===== src/rtl/systolic_pkg.sv =====
// Shared types and sizing helpers for the systolic array edge queues.
// Holds the drain FSM state enum and counter/index width helpers.
package systolic_pkg;

  typedef enum logic [1:0] {
    IDLE,
    COLLECT,
    STREAM,
    DONE
  } drain_state_t;

  localparam int unsigned DRAIN_N = 8;
  localparam int unsigned CNT_W   = $clog2(DRAIN_N + 1);
  localparam int unsigned IDX_W   = $clog2(DRAIN_N * DRAIN_N);

  function automatic int unsigned cnt_w(input int unsigned n);
    return $clog2(n + 1);
  endfunction

  function automatic int unsigned idx_w(input int unsigned n);
    return $clog2(n * n);
  endfunction

endpackage


===== src/rtl/drain_column_buffer.sv =====
// One column of the drain buffer: N-deep store, write counter, full flag.
// Ports: clk_i/rstn_i, clear_i, wr_en_i/wr_data_i, rd_row_i -> rd_data_o, full_o, drop_o.
module drain_column_buffer
  import systolic_pkg::*;
#(
  parameter  int unsigned N          = 8,
  parameter  int unsigned DATA_WIDTH = 32,
  localparam int unsigned CW         = cnt_w(N),
  localparam int unsigned RW         = $clog2(N)
) (
  input  logic                  clk_i,
  input  logic                  rstn_i,
  input  logic                  clear_i,
  input  logic                  wr_en_i,
  input  logic [DATA_WIDTH-1:0] wr_data_i,
  input  logic [RW-1:0]         rd_row_i,
  output logic [DATA_WIDTH-1:0] rd_data_o,
  output logic                  full_o,
  output logic                  drop_o
);

  logic [DATA_WIDTH-1:0] mem_q [N];
  logic [CW-1:0]         cnt_q, cnt_d;
  logic                  wr_ok;

  assign full_o    = (cnt_q == CW'(N));
  assign wr_ok     = wr_en_i && !full_o;
  assign drop_o    = wr_en_i && full_o;
  assign rd_data_o = mem_q[rd_row_i];

  always_comb begin
    cnt_d = cnt_q;
    if (clear_i) begin
      cnt_d = '0;
    end else if (wr_ok) begin
      cnt_d = cnt_q + 1'b1;
    end
  end

  always_ff @(posedge clk_i or negedge rstn_i) begin
    if (!rstn_i) begin
      cnt_q <= '0;
    end else begin
      cnt_q <= cnt_d;
    end
  end

  // Storage is not reset; a fresh capture overwrites every row.
  always_ff @(posedge clk_i) begin
    if (wr_ok) begin
      mem_q[cnt_q[RW-1:0]] <= wr_data_i;
    end
  end

endmodule


===== src/rtl/south_output_drain_queue.sv =====
// Captures de-skewed south-edge results per column, then streams them row-major.
// Ports: clk_i, rstn_i, collect_start_i, south_i/south_valid_i, result_* (valid/ready),
// collect_done_o, drain_complete_o, overflow_o, checksum_o. Macro: DRAIN_CHECKSUM_EN.
module south_output_drain_queue
  import systolic_pkg::*;
#(
  parameter int unsigned N          = 8,
  parameter int unsigned DATA_WIDTH = 32
) (
  input  logic                  clk_i,
  input  logic                  rstn_i,
  input  logic                  collect_start_i,
  input  logic [DATA_WIDTH-1:0] south_i [N],
  input  logic [N-1:0]          south_valid_i,
  output logic [DATA_WIDTH-1:0] result_data_o,
  output logic                  result_valid_o,
  input  logic                  result_ready_i,
  output logic                  result_last_o,
  output logic                  collect_done_o,
  output logic                  drain_complete_o,
  output logic                  overflow_o,
  output logic [DATA_WIDTH-1:0] checksum_o
);

  localparam int unsigned IW  = idx_w(N);
  localparam int unsigned RW  = $clog2(N);
  localparam logic [IW-1:0] LAST_IDX = IW'(N * N - 1);
  localparam logic [IW-1:0] N_IDX    = IW'(N);

  drain_state_t          state_q, state_d;
  logic [IW-1:0]         idx_q, idx_d, rd_idx;
  logic [DATA_WIDTH-1:0] data_q, data_d;
  logic                  valid_q, valid_d;
  logic                  ovf_q, ovf_d;
  logic                  drained_q, drained_d;
  logic                  start_ok, collecting, accept, is_last;
  logic [N-1:0]          full, drop;
  logic [DATA_WIDTH-1:0] col_rd [N];
  logic [RW-1:0]         rd_row, rd_col;

  assign start_ok   = collect_start_i &&
                      (state_q == IDLE || state_q == DONE);
  assign collecting = (state_q == COLLECT);
  assign accept     = valid_q && result_ready_i;
  assign is_last    = (idx_q == LAST_IDX);

  // Look one word ahead on acceptance so the next word lands the following cycle.
  assign rd_idx = accept ? idx_q + 1'b1 : idx_q;
  assign rd_row = RW'(rd_idx / N_IDX);
  assign rd_col = RW'(rd_idx % N_IDX);

  for (genvar c = 0; c < N; c++) begin : g_col
    drain_column_buffer #(
      .N          (N),
      .DATA_WIDTH (DATA_WIDTH)
    ) u_col (
      .clk_i     (clk_i),
      .rstn_i    (rstn_i),
      .clear_i   (start_ok),
      .wr_en_i   (collecting && south_valid_i[c]),
      .wr_data_i (south_i[c]),
      .rd_row_i  (rd_row),
      .rd_data_o (col_rd[c]),
      .full_o    (full[c]),
      .drop_o    (drop[c])
    );
  end

  always_comb begin
    state_d   = state_q;
    idx_d     = idx_q;
    data_d    = data_q;
    valid_d   = valid_q;
    ovf_d     = ovf_q;
    drained_d = drained_q;
    unique case (state_q)
      IDLE, DONE: begin
        if (start_ok) begin
          state_d   = COLLECT;
          idx_d     = '0;
          ovf_d     = 1'b0;
          drained_d = 1'b0;
        end
      end
      COLLECT: begin
        if (|drop) ovf_d = 1'b1;
        if (&full) state_d = STREAM;
      end
      STREAM: begin
        if (!valid_q) begin
          valid_d = 1'b1;
          data_d  = col_rd[rd_col];
        end else if (accept) begin
          if (is_last) begin
            valid_d   = 1'b0;
            state_d   = DONE;
            drained_d = 1'b1;
          end else begin
            idx_d  = idx_q + 1'b1;
            data_d = col_rd[rd_col];
          end
        end
      end
      default: ;
    endcase
  end

  always_ff @(posedge clk_i or negedge rstn_i) begin
    if (!rstn_i) begin
      state_q   <= IDLE;
      idx_q     <= '0;
      data_q    <= '0;
      valid_q   <= 1'b0;
      ovf_q     <= 1'b0;
      drained_q <= 1'b0;
    end else begin
      state_q   <= state_d;
      idx_q     <= idx_d;
      data_q    <= data_d;
      valid_q   <= valid_d;
      ovf_q     <= ovf_d;
      drained_q <= drained_d;
    end
  end

`ifdef DRAIN_CHECKSUM_EN
  logic [DATA_WIDTH-1:0] ck_q, ck_d;

  always_comb begin
    ck_d = ck_q;
    if (start_ok) begin
      ck_d = '0;
    end else if (accept) begin
      ck_d = ck_q ^ data_q;
    end
  end

  always_ff @(posedge clk_i or negedge rstn_i) begin
    if (!rstn_i) begin
      ck_q <= '0;
    end else begin
      ck_q <= ck_d;
    end
  end

  assign checksum_o = ck_q;
`else
  assign checksum_o = '0;
`endif

  assign result_data_o    = data_q;
  assign result_valid_o   = valid_q;
  assign result_last_o    = valid_q && is_last;
  assign collect_done_o   = &full;
  assign drain_complete_o = drained_q;
  assign overflow_o       = ovf_q;

endmodule


===== config.mk =====
export PLATFORM = sky130hd
export DESIGN_NAME = south_output_drain_queue
export DESIGN_NICKNAME = d
export VERILOG_FILES = /design/src/rtl/systolic_pkg.sv /design/src/rtl/drain_column_buffer.sv /design/src/rtl/south_output_drain_queue.sv
export SDC_FILE = /design/constraint.sdc
export NUM_CORES = 2
export LEC_CHECK = 0
export CAP_MARGIN = 5
export CORE_MARGIN = 8
export CORE_UTILIZATION = 48
export CTS_BUF_LIST = sky130_fd_sc_hd__clkbuf_4 sky130_fd_sc_hd__clkbuf_8 sky130_fd_sc_hd__clkbuf_16
export CTS_CLUSTER_DIAMETER = 60
export DETAILED_ROUTE_END_ITERATION = 6
export GPL_ROUTABILITY_DRIVEN = 0
export PLACE_DENSITY = 0.79
export SLEW_MARGIN = 20
export SYNTH_ARGS = -nofsm -noshare
export SYNTH_HDL_FRONTEND = slang
export SYNTH_SLANG_ARGS = --single-unit

===== constraint.sdc =====
create_clock -name clk_i -period 4.8 [get_ports clk_i]
set_clock_uncertainty 0.2 [all_clocks]
set_input_delay 0.96 -clock clk_i [delete_from_list [all_inputs] [get_ports clk_i]]
set_output_delay 0.96 -clock clk_i [all_outputs]
set_load 0.05 [all_outputs]

==> results.toml <==
[run_status]
status = "completed"

[global_route]
grt_pass1_vias = 47900
overflow = 0
grt_pass1_wl_mm = 338
grt_max_degree = 75
grtUsageTotal_pct = 24.9
antenna_found_initial = 89

[synthesis]
synth-main-ff-cell = "edfxtp_1"
avgSynthCellArea_sq_um = 17.4
synth-edff-count = 2048
yosysSeqAreaShare_pct = 76.5
ys_seq_elements = 2123
syn_area_sq_mm = 0.0829
yosysTopAreaCellShare_pct = 74.2
ys_warn_count = 0
synth_top_cell_by_area = "edfxtp_1"
yosys-top-cells-area = "edfxtp_1 74%, mux4_2 7.1%, nand2_1 3.0%"
yosysUniqueCellTypes = 64
syn-instance-count = 4754
async_reset_ff_share_pct = 3.53

[clocking]
tritoncts = "yes"
cts_buffer_depth = 3
cts.sinks = 2123
cts-buffers-inserted = 201
cts-htree-levels = 4
clk_pin_slew_ns = 0.06
cts_root_buf = "clkbuf_16"
clock_latency_ns = 0.85

[power]
power_switching_uw = 9630
p_sw_share_pct = 23.1
power_uw = 41700
ir_drop_uv = 316
internal-power_uw = 32100
p_comb_share_pct = 7.8
p_leak_uw = 0.0331
power_density_mw_per_mm2 = 425
clkPwrFrac_pct = 39.4
pwr-share-seq_pct = 52.8

[die]
fp.dieH_um = 432
start_util_pct = 48.3
die_area_sq_mm = 0.186
ios = 337
rows = 152
coreArea_sq_mm = 0.172
die_w_um = 432

[worst_setup_path]
path_cells = "inv_1, ha_1, nand3b_1, nor4_1, nand2_1, inv_1, clkdlybuf4s50_1"
critPathMostFrequentCell = "inv_1"
required_ns = 3.64
reg2reg_depth = 11
start_kind = "flip-flop"
timing.critical_path.buf_inv = 3
worstReg2RegEnd = "result_data_o[7]$_DFFE_PN0P_"
critPathKind = "flip-flop to primary output"
crit_family = "buffers and inverters"
crit_path_end_kind = "primary output"
slowest_stage = "clkdlybuf4s50_1"
path_max_fanout = 6
arrival_ns = 3.50
timing.rr.start = "idx_q[0]$_DFFE_PN0P_"
cpPeakStageDelay_ns = 0.85
r2r_slack_ns = 0.26

[detailed_routing]
drc_errors = 0
post_drt_wl_per_cell_um = 30.6
via_per_inst = 6.22
finalWirelength_mm = 241
drt-pass1-iter-count = 6
num_vias = 49000
drtIter0Drc = 6930
ant_nets = 0

[worst_hold_path]
hold_end = "g_col[6].u_col.cnt_q[3]$_DFFE_PN0P_"
hold_class = "flip-flop to flip-flop"
min_path_cells = 2
min_from = "g_col[6].u_col.cnt_q[3]$_DFFE_PN0P_"

[finish]
syn_to_final_growth_pct = 18.3
fin_util_pct = 57.1
drive_above_1_share_pct = 18.8
design_area_sq_mm = 0.0980
nets = 5602

[timing]
fmax_mhz = 215
finalHoldViolations = 0
slew_headroom_pct = 26.3
tightest_slew_ns = 1.10
min_period_ns = 4.66
fin_setup_tns_ns = 0
drv_slew = 0
setup_viol = 0
finalCritPeriodShare_pct = 97.0
rsz0062_at_grt = "no"

[flow_run]
drv_cap = 0

[placed_design]
post_dp_cell_area_sq_mm = 0.0909
dp_hpwl_mm = 153
port-buffer-count = 304
==> routing by layer <==
layer	routed length, um	track usage (%)	vias up
met4	17700	16.7	16
li1	-	-	20000
met2	114000	39.4	3605
met1	80700	30.7	24700
met3	28300	5.97	656
met5	103	0	-
==> worst register-to-register path: cells and delay by family (launching register included) <==
family,cells,cell delay [ns]
AND/OR/NAND/NOR,6,1.87
buffers and inverters,2,0.75
flip-flops,1,0.69
multiplexers,1,0.48
adder cells (fa/ha/maj),1,0.36
AO/OA/AOI/OAI,1,0.11
==> power by group through the flow <==
stage | Clock, uW | Combinational (uW) | Sequential (uW)
floorplan | 0 | 1510 | 22300
global placement | 0 | 3050 | 22300
detailed placement | 0 | 3150 | 22400
CTS | 16500 | 3200 | 22000
global route | 17200 | 3380 | 22100
finish | 16400 | 3240 | 22000
==> cell usage in the layout, fill, tap and decap left out, types with 75 or more instances in the layout <==
master / count
a21oi_1: 205
a31oi_1: 104
and3_1: 96
buf_4: 281
clkbuf_16: 204
clkdlybuf4s50_1: 302
dfrtp_1: 75
edfxtp_1: 2048
mux2i_1: 158
mux4_2: 261
nand2_1: 664
nand3_1: 123
nor2_1: 78
==> logic make-up (layout without fill, tap and decap cells) <==
group	count (synthesis)	after routing	share of synthesized area, %
flops	2123	2123	76.5
fa+ha+maj	19	19	0.287
mux	419	419	9.00
other cells	1	100	0.00453
compound gates	657	657	5.59
xor+xnor	18	18	0.190
buf+inv	347	1052	2.15
simple gates	1170	1170	6.30
==> flip-flops by register name (all words and copies together), names as in the netlist <==
| signal | flops |
|---|---|
| drain_complete_o | 1 |
| state_q | 2 |
| idx_q | 6 |
| g_col.u_col.mem_q | 2048 |
| overflow_o | 1 |
| result_data_o | 32 |
| result_valid_o | 1 |
| g_col.u_col.cnt_q | 32 |
==> layout make-up <==
cell class                 instances  area, sq um
tap                             2310         2890
multi-input combinational       2315        18400
timing repair buffer             631         6080
clock buffer                     255         5560
inverter                          43          161
antenna                           68          170
clock inverter                   123         1380
fill                           12200        73500
sequential                      2123        63400
==> worst max-delay path by stage <==
stage,start,to,slack (ns),depth (start not counted)
after floorplan,south_valid_i[3],g_col[3].u_col.mem_q[0][0]$_DFFE_PP_,0.53,4
after global placement,result_ready_i,result_data_o[3]$_DFFE_PN0P_,-0.35,12
after detailed placement,result_ready_i,result_data_o[3]$_DFFE_PN0P_,-0.34,12
after CTS,idx_q[0]$_DFFE_PN0P_,result_last_o,0.02,5
after global routing,g_col[0].u_col.cnt_q[0]$_DFFE_PN0P_,collect_done_o,0.13,7
final,g_col[0].u_col.cnt_q[0]$_DFFE_PN0P_,collect_done_o,0.14,7
==> cells in the mapped netlist, types with 16 or more instances <==
| cell type | instances |
|---|---|
| o32ai_1 | 26 |
| buf_4 | 69 |
| a221oi_1 | 18 |
| nor3_1 | 24 |
| dfrtp_1 | 75 |
| a22o_1 | 17 |
| nor2_1 | 127 |
| nor2b_1 | 16 |
| mux4_2 | 261 |
| ha_1 | 19 |
| and3_1 | 96 |
| edfxtp_1 | 2048 |
| nand2_1 | 666 |
| a211o_1 | 28 |
| mux2i_1 | 158 |
| nor4_1 | 20 |
| inv_1 | 43 |
| a32oi_1 | 19 |
| nand2b_1 | 33 |
| and2_1 | 18 |
| a211oi_1 | 57 |
| a21oi_1 | 205 |
| a31oi_1 | 104 |
| buf_2 | 119 |
| nand4_1 | 22 |
| o31a_1 | 16 |
| clkbuf_1 | 101 |
| a22oi_1 | 21 |
| nand3_1 | 123 |
| o21ai_0 | 20 |
| a221o_1 | 74 |
==> stage by stage <==
stage	hold WS, ns	cells	setup WS, ns
2_1_floorplan	0.299	4785	0.528
5_1_grt	0.392	7839	0.126
3_3_place_gp	0.316	7421	-0.347
6_report	0.358	7868	0.144
4_1_cts	0.353	7800	0.0240
3_5_place_dp	0.338	7421	-0.335
==> timing repair <==
action,in CTS,in global routing
setup endpoints to repair,0,1
setup buffers,0,0
hold buffers,1,0
gates resized for setup,0,1
hold endpoints to repair,16,0
Note: power is estimated with default switching activity, not from simulation.
